`src/rtl/seg7_pkg.sv`:
```
// Shared seven-segment glyph constants (active-low, seg[0]=a .. seg[6]=g)
// and the glyph classification used by the encoders and this receiver.
package seg7_pkg;

   localparam logic [6:0] SEG_0     = 7'h40;
   localparam logic [6:0] SEG_1     = 7'h79;
   localparam logic [6:0] SEG_2     = 7'h24;
   localparam logic [6:0] SEG_3     = 7'h30;
   localparam logic [6:0] SEG_4     = 7'h19;
   localparam logic [6:0] SEG_5     = 7'h12;
   localparam logic [6:0] SEG_6     = 7'h02;
   localparam logic [6:0] SEG_7     = 7'h78;
   localparam logic [6:0] SEG_8     = 7'h00;
   localparam logic [6:0] SEG_9     = 7'h10;
   localparam logic [6:0] SEG_A     = 7'h08;
   localparam logic [6:0] SEG_B     = 7'h03;
   localparam logic [6:0] SEG_C     = 7'h46;
   localparam logic [6:0] SEG_D     = 7'h21;
   localparam logic [6:0] SEG_E     = 7'h06;
   localparam logic [6:0] SEG_F     = 7'h0E;
   localparam logic [6:0] SEG_BLANK = 7'h7F;

   typedef enum logic [1:0] {
      GLYPH_HEX   = 2'd0,
      GLYPH_BLANK = 2'd1,
      GLYPH_ERR   = 2'd2
   } glyph_class_t;

endpackage

```
`src/rtl/seg7_glyph_decode.sv`:
```
// Combinational glyph decoder: raw active-low segment pattern to class and hex value.
// Blank and illegal patterns report value 0.
module seg7_glyph_decode
   import seg7_pkg::*;
(
   input  logic [6:0]   pattern,
   output glyph_class_t glyph_class,
   output logic [3:0]   value
);

   always_comb begin
      glyph_class = GLYPH_HEX;
      value       = 4'h0;
      case (pattern)
         SEG_0:     value = 4'h0;
         SEG_1:     value = 4'h1;
         SEG_2:     value = 4'h2;
         SEG_3:     value = 4'h3;
         SEG_4:     value = 4'h4;
         SEG_5:     value = 4'h5;
         SEG_6:     value = 4'h6;
         SEG_7:     value = 4'h7;
         SEG_8:     value = 4'h8;
         SEG_9:     value = 4'h9;
         SEG_A:     value = 4'hA;
         SEG_B:     value = 4'hB;
         SEG_C:     value = 4'hC;
         SEG_D:     value = 4'hD;
         SEG_E:     value = 4'hE;
         SEG_F:     value = 4'hF;
         SEG_BLANK: glyph_class = GLYPH_BLANK;
         default:   glyph_class = GLYPH_ERR;
      endcase
   end

endmodule

```
`src/rtl/seg7_scan_rx.sv`:
```
// Multiplexed seven-segment bus receiver: qualifies each digit's pattern over
// STABLE_CYCLES samples, keeps a decoded per-digit table and emits change events.
module seg7_scan_rx
   import seg7_pkg::*;
#(
   parameter int DIGITS        = 4,
   parameter int STABLE_CYCLES = 3
) (
   input  logic                       clk,
   input  logic                       reset,
   input  logic [DIGITS-1:0]          an,
   input  logic [6:0]                 seg,
   output logic                       out_valid,
   input  logic                       out_ready,
   output logic [$clog2(DIGITS)-1:0]  out_digit,
   output logic [3:0]                 out_value,
   output logic                       out_blank,
   output logic                       out_error,
   output logic [4*DIGITS-1:0]        digit_values,
   output logic [DIGITS-1:0]          digit_known,
   output logic                       overrun
);

   localparam int         DW       = $clog2(DIGITS);
   localparam logic [3:0] TMR_LOAD = 4'(STABLE_CYCLES - 1);

   logic [DIGITS-1:0] an_q;
   logic [6:0]        seg_q;

   logic              sel_valid;
   logic [DW-1:0]     sel_idx;

   logic              trk_valid;
   logic [DW-1:0]     trk_idx;
   logic [6:0]        trk_seg;
   logic [3:0]        tmr;

   logic [6:0]        last_raw [DIGITS];
   logic [DIGITS-1:0] seen;

   glyph_class_t      cls;
   logic [3:0]        val;
   logic              same;
   logic              accept;
   logic              new_evt;
   logic              can_load;

   seg7_glyph_decode u_decode (
      .pattern     (seg_q),
      .glyph_class (cls),
      .value       (val)
   );

   always_comb begin
      sel_valid = $onehot(~an_q);
      sel_idx   = '0;
      for (int i = 0; i < DIGITS; i++) begin
         if (!an_q[i]) sel_idx = DW'(i);
      end
   end

   // tmr is a down-counter of samples still needed; reaching 1 on a matching
   // sample means this edge completes STABLE_CYCLES identical samples.
   always_comb begin
      same     = trk_valid && (trk_idx == sel_idx) && (trk_seg == seg_q);
      accept   = sel_valid && same && (tmr == 4'd1);
      new_evt  = accept && (!seen[sel_idx] || (last_raw[sel_idx] != seg_q));
      can_load = !out_valid || out_ready;
   end

   always_ff @(posedge clk) begin
      if (reset) begin
         an_q         <= '1;
         seg_q        <= SEG_BLANK;
         trk_valid    <= 1'b0;
         trk_idx      <= '0;
         trk_seg      <= '0;
         tmr          <= '0;
         seen         <= '0;
         for (int i = 0; i < DIGITS; i++) last_raw[i] <= '0;
         digit_values <= '0;
         digit_known  <= '0;
         out_valid    <= 1'b0;
         out_digit    <= '0;
         out_value    <= '0;
         out_blank    <= 1'b0;
         out_error    <= 1'b0;
         overrun      <= 1'b0;
      end else begin
         an_q  <= an;
         seg_q <= seg;

         if (!sel_valid) begin
            trk_valid <= 1'b0;
            tmr       <= '0;
         end else begin
            trk_valid <= 1'b1;
            trk_idx   <= sel_idx;
            trk_seg   <= seg_q;
            if (!same)           tmr <= TMR_LOAD;
            else if (tmr != '0)  tmr <= tmr - 4'd1;
         end

         if (new_evt) begin
            seen[sel_idx]     <= 1'b1;
            last_raw[sel_idx] <= seg_q;
            digit_values[{sel_idx, 2'b00} +: 4] <= (cls == GLYPH_HEX) ? val : 4'h0;
            digit_known[sel_idx]                <= (cls == GLYPH_HEX);
         end

         if (new_evt && can_load) begin
            out_valid <= 1'b1;
            out_digit <= sel_idx;
            out_value <= val;
            out_blank <= (cls == GLYPH_BLANK);
            out_error <= (cls == GLYPH_ERR);
         end else if (new_evt) begin
            overrun <= 1'b1;
         end else if (out_valid && out_ready) begin
            out_valid <= 1'b0;
         end
      end
   end

endmodule

```
`config.mk`:
```
export PLATFORM = sky130hd
export DESIGN_NAME = seg7_scan_rx
export DESIGN_NICKNAME = d
export VERILOG_FILES = /design/src/rtl/seg7_pkg.sv /design/src/rtl/seg7_glyph_decode.sv /design/src/rtl/seg7_scan_rx.sv
export SDC_FILE = /design/constraint.sdc
export NUM_CORES = 1
export LEC_CHECK = 0
export ABC_CLOCK_PERIOD_IN_PS = 3300
export BUFFER_PORTS_ARGS = -buffer_cell sky130_fd_sc_hd__buf_2
export CORE_AREA = 5 5 91 157
export DETAILED_ROUTE_END_ITERATION = 6
export DIE_AREA = 0 0 96 162
export GPL_TIMING_DRIVEN = 0
export SLEW_MARGIN = 5
export SYNTH_ARGS = -nofsm -noshare
export SYNTH_HDL_FRONTEND = slang
export SYNTH_SLANG_ARGS = --single-unit
```
`constraint.sdc`:
```
create_clock -name clk -period 3.3 [get_ports clk]
set_clock_uncertainty 0.2 [all_clocks]
set_input_delay 0.165 -clock clk [delete_from_list [all_inputs] [get_ports clk]]
set_output_delay 0.165 -clock clk [all_outputs]
set_load 0.005 [all_outputs]
```
Word level (Yosys, flattened, before mapping)
Memories as Yosys holds them, arrays and structs flattened. Cells that the tools add are included.

Register bits after elaboration: 59. Memory bits (writable): 28. Input port bits: 14. Output and inout bits: 30. Memories kept: 1.

Memory list: last_raw (depth 4, bits a word 7, read ports 1, clocked after memory_dff 0, write ports 4, RTL line seg7_scan_rx.sv:38) `logic [6:0] last_raw [DIGITS];`.

Add/subtract/negate cells: 5. Magnitude comparators: 2. Eq/ne operators: 25. Shifts and indexed selects: 2. Mux-type cells: 26. Bitwise gates (word level): 5. Reduce and logical (&&, ||, !) cells: 22.

Operator list (count): 4-bit one-hot mux with 15 select lines (1); 7-bit == test (second input constant) (5); 7-bit by 5-bit == test with 1-bit output (second input constant) (3); 7-bit by 6-bit == test with 1-bit output (second input constant) (3); 16-bit bitwise mux (1); 16-bit OR reduction (1); 4-bit by 6-bit variable shift with 16-bit output (first input constant) (1); 4-bit by 6-bit variable part select with 16-bit output (1); 7-bit by 2-bit == test with 1-bit output (second input constant) (2); 7-bit by 4-bit == test with 1-bit output (second input constant) (2); 1-bit two-way mux (13); 2-bit two-way mux (5); 1-bit logical AND (8); 7-bit by 3-bit == test with 1-bit output (second input constant) (1); 7-bit == test (1); 7-bit zero test (1); 7-bit two-way mux (1); 7-bit != test (1); 7-bit OR reduction (1); 4-bit negator with 6-bit output (1); 1-bit by 1-bit adder with 2-bit output (2); 4-bit bitwise mux (1); 4-bit by 1-bit == test with 1-bit output (second input constant) (1); 4-bit two-way mux (1); other kinds (23) (29).

Depth between registers and ports, before layout
Word-level depth: 14. Gate-level depth with buffers: 11.

By module
From an unflattened synthesis, not the netlist that was laid out.

Cell total of the unflattened synthesis: 443. Area total of the unflattened synthesis: 4423.0 um^2.

By module, submodules not included: seg7_scan_rx (instances 1, cells an instance 386, area an instance 4015.1 um^2); seg7_glyph_decode (instances 1, cells an instance 57, area an instance 407.9 um^2).

Worst setup path before layout
Ideal clock, no wire load.

Path type: reg-to-reg. From: reg an_q[1]. To: mem last_raw[2][0], enable pin. Setup time: 0.328 ns. Arrival: 2.534 ns. Required time: 2.772 ns. Path slack: 0.238 ns. Stages on the path, launching flop included: 11. Buffers on the path: 0. Cell sequence: dfxtp_1 fa_1 inv_1 ha_1 ha_1 nor2_1 and2_1 nand3_1 nor2_2 o211ai_1 nand2b_1.

RTL lines: from (decl) (RTL line seg7_scan_rx.sv:27) `logic [DIGITS-1:0] an_q;`; from (signal assigned) (RTL line seg7_scan_rx.sv:90) `an_q <= an;`; to (decl) (RTL line seg7_scan_rx.sv:38).

==> flow_summary.json <==
{
  "synth_nets": 445,
  "period_share_pct": 96.5,
  "holdCritStartpoint": "seen[2]",
  "ys.flop_type": "dfxtp_1",
  "synth_compound_area_share_pct": 12.3,
  "fin_cells": 673,
  "clkLatencyLatePin_ns": 0.34,
  "path_max_fanout": 7,
  "die_w_um": 96,
  "fp.dieArea_sq_mm": 0.0156,
  "worstSetupPathType": "register to register",
  "syn_area_sq_mm": 0.00427,
  "grt_max_degree": 17,
  "numCtsBuffers": 9,
  "min_to": "seen[2]",
  "drive_gt1_share_pct": 19.7,
  "status": "complete, no violations",
  "rows": 55,
  "detail_route.wl_per_cell_um": 16.6,
  "p_leak_nw": 2.13,
  "yosysUniqueCellTypes": 60,
  "yosysWarningCount": 0,
  "r2r_end": "last_raw[1][6]",
  "met2_length_mm": 6.18,
  "min_path_type": "register to register",
  "diodes": 0,
  "clk_pin_slew_ns": 0.07,
  "detail_route.drc_violations": 0,
  "num_vias": 3276,
  "place_inst": 642,
  "final.setup.worst_slack_ns": 0.116,
  "crit_slowest_cell": "fa_1",
  "overflow": 0,
  "clockBufferDepth": 2,
  "antenna_left": 0,
  "pin_count": 44,
  "grt_pass1_vias": 3364,
  "rsz0062_at_grt": "false",
  "r2r_start": "an_q[1]",
  "cp.required_ns": 3.10,
  "nets": 514,
  "worst_slew_pin_slew_ns": 0.830,
  "synth_top_family_by_area": "simple AND/OR/NAND/NOR gates",
  "endpoint_kind": "register",
  "fp.dieH_um": 162,
  "synth_cells": 428,
  "drv_slew": 0,
  "cpMostUsedCell": "ha_1",
  "cts_root_buf": "clkbuf_16",
  "async_flop_share_pct": 0,
  "fin_crit_ns": 3.18,
  "synthTopCellsByArea": "dfxtp_1 28%, edfxtp_1 20%, mux2i_1 7.7%, nand2b_1 6.7%, nor2_1 4.0%",
  "p_per_area_mw_per_mm2": 490,
  "slew_headroom_pct": 44.6,
  "fmax_ghz": 0.314,
  "synth.top_cell.area_share_pct": 27.6,
  "wl_met1_mm": 4.38,
  "htreeDepth": 3,
  "cap_violations": 0,
  "top_layer_used": "met4",
  "fin_hold_ws_ns": 0.250,
  "antenna_found_initial": 0,
  "arrival_ns": 2.99,
  "synth_fa_ha_area_share_pct": 1.05,
  "cts_tree": "built",
  "hpwl_mm": 8.36,
  "grt_use_total_pct": 14.9,
  "crit_path_start_kind": "register",
  "setup_viol": 0,
  "r2r_setup_slack_ns": 0.12,
  "initial_core_util_pct": 33.4,
  "gp_congestion": 0.834,
  "synth-edff-count": 28,
  "synthXorXnorAreaFrac_pct": 5.12,
  "grt_pass1_wl_mm": 17.5,
  "via_per_inst": 4.87,
  "drtIter0Drc": 263,
  "muxShareOfSynthArea_pct": 8.43,
  "core_area_sq_mm": 0.0128,
  "drtPass1Iterations": 4,
  "yosys.area_share.simple_pct": 21.1,
  "setup_tns_ns": 0,
  "synth_top_area_cell": "dfxtp_1",
  "crit_chain": "fa_1 -> inv_1 -> ha_1 -> ha_1 -> nor2_1 -> and2_1 -> nand3_4 -> nor2_4 -> o311ai_4 -> nand2b_1",
  "min_path_cells": 2,
  "cts_sinks": 87,
  "synth_seq_cells": 87,
  "peakVddDrop_mv": 0.311,
  "hold_viol": 0,
  "syn_to_final_growth_pct": 21.7,
  "max_stage_delay_ns": 0.52,
  "routed_wl_mm": 11.2,
  "rr_worst_depth": 10,
  "yosysSeqAreaShare_pct": 47.3,
  "pre_cts_slack_ns": -0.302,
  "numPortBuffers": 43,
  "avgSynthCellArea_sq_um": 9.98,
  "route.met3.wl_um": 338
}
[layout make-up]
class | instances | area (sq um)
tap | 171 | 214
timing repair buffer | 58 | 360
inverter | 13 | 48.8
fill | 1317 | 7600
clock inverter | 7 | 101
multi-input combinational | 297 | 2080
clock buffer | 9 | 225
buffer | 31 | 153
sequential | 87 | 2020
[kinds of logic (layout without fill, tap and decap cells)]
kind of cell	Yosys count	after routing
AND/OR/NAND/NOR	168	168
flip-flops	87	87
AO/OA/AOI/OAI	66	66
buffers and inverters	44	118
multiplexers	35	35
XOR/XNOR	25	25
adder cells (fa/ha/maj)	3	3
[routing by layer]
metal	GRT usage, %	vias up
li1	-	1617
met1	16.3	1564
met2	27.6	75
met3	1.81	20
met4	6.61	0
met5	0	-
[where the power goes]
part           switching, W  internal (W)  leakage, nW
combinational      0.000162      0.000106         1.20
sequential        0.0000247       0.00114        0.769
clock              0.000441      0.000673        0.160
[metrics by stage]
stage | utilization [%] | instance area (sq um) | power (W)
2_1_floorplan | - | 4270 | 0.00137
3_3_place_gp | 36.7 | 4700 | 0.00144
3_5_place_dp | 36.7 | 4700 | 0.00144
4_1_cts | 40.4 | 5170 | 0.00256
5_1_grt | 40.6 | 5200 | 0.00265
6_report | 40.6 | 5200 | 0.00255
[timing repair]
item	CTS	global route
endpoints found under the hold margin	14	0
pin swaps	1	1
hold buffers	13	0
gates resized for setup	6	3
endpoints found under the setup margin	46	36
buffers inserted	0	2
[synthesized netlist by cell type (2+ instances only)]
| master | count |
|---|---|
| mux2i_1 | 33 |
| buf_4 | 2 |
| xnor2_1 | 15 |
| o21bai_1 | 4 |
| nor2b_1 | 7 |
| nor2_1 | 46 |
| nand2b_1 | 46 |
| o311ai_4 | 2 |
| o41ai_1 | 2 |
| dfxtp_1 | 59 |
| edfxtp_1 | 28 |
| or2_2 | 13 |
| a32oi_1 | 2 |
| inv_1 | 13 |
| nand3_1 | 4 |
| a22oi_1 | 2 |
| nor3b_1 | 2 |
| nor3_1 | 12 |
| o31ai_1 | 5 |
| o22ai_1 | 2 |
| a31oi_1 | 2 |
| ha_1 | 2 |
| and3b_1 | 3 |
| a21oi_1 | 20 |
| buf_6 | 3 |
| o21ai_0 | 5 |
| buf_2 | 4 |
| clkbuf_1 | 21 |
| nand2_1 | 19 |
| xor2_1 | 10 |
| mux2_4 | 2 |
| o211ai_1 | 3 |
| nor4_1 | 6 |
| a211oi_1 | 3 |
[worst max-delay path: cells and delay by family, from the launching register on]
kind | cells | cell delay (ns)
adder cells (fa/ha/maj) | 3 | 0.96
AND/OR/NAND/NOR | 5 | 1.07
buffers and inverters | 1 | 0.04
AO/OA/AOI/OAI | 1 | 0.19
flip-flops | 1 | 0.38
[how the worst max path moves through the flow]
| stage | start | endpoint | slack [ns] | cells after the start |
|---|---|---|---|---|
| floorplan | an_q[1] | last_raw[2][0] | 0.24 | 10 |
| global route | an_q[1] | last_raw[1][6] | 0.0008 | 10 |
| global placement | an_q[1] | last_raw[2][6] | -0.24 | 10 |
| CTS | an_q[1] | last_raw[2][5] | 0.04 | 10 |
| detailed placement | an_q[1] | last_raw[2][2] | -0.30 | 10 |
| finish | an_q[1] | last_raw[1][6] | 0.12 | 10 |
[placed cells by master, fill, tap and decap left out, types with 4 or more instances in the layout]
cell type      count
a21oi_1           20
buf_2             47
buf_4              4
clkbuf_1          21
clkbuf_16          9
dfxtp_1           58
dlygate4sd3_1     13
edfxtp_1          28
inv_1             13
mux2i_1           33
nand2_1           19
nand2b_1          44
nor2_1            46
nor2b_1            7
nor3_1            12
nor4_1             6
o21ai_0            5
o21bai_1           4
o31ai_1            5
or2_2             12
xnor2_1           15
xor2_1            10
[state kept, by name, indices dropped and copies added, names as in the netlist]
signal        cells
out_value         4
digit_known       4
out_blank         1
last_raw         28
seen              4
trk_seg           7
digit_values     16
tmr               4
out_error         1
out_digit         2
overrun           1
seg_q             7
trk_idx           2
trk_valid         1
out_valid         1
an_q              4
No activity file was read; power rests on OpenSTA's default activity.
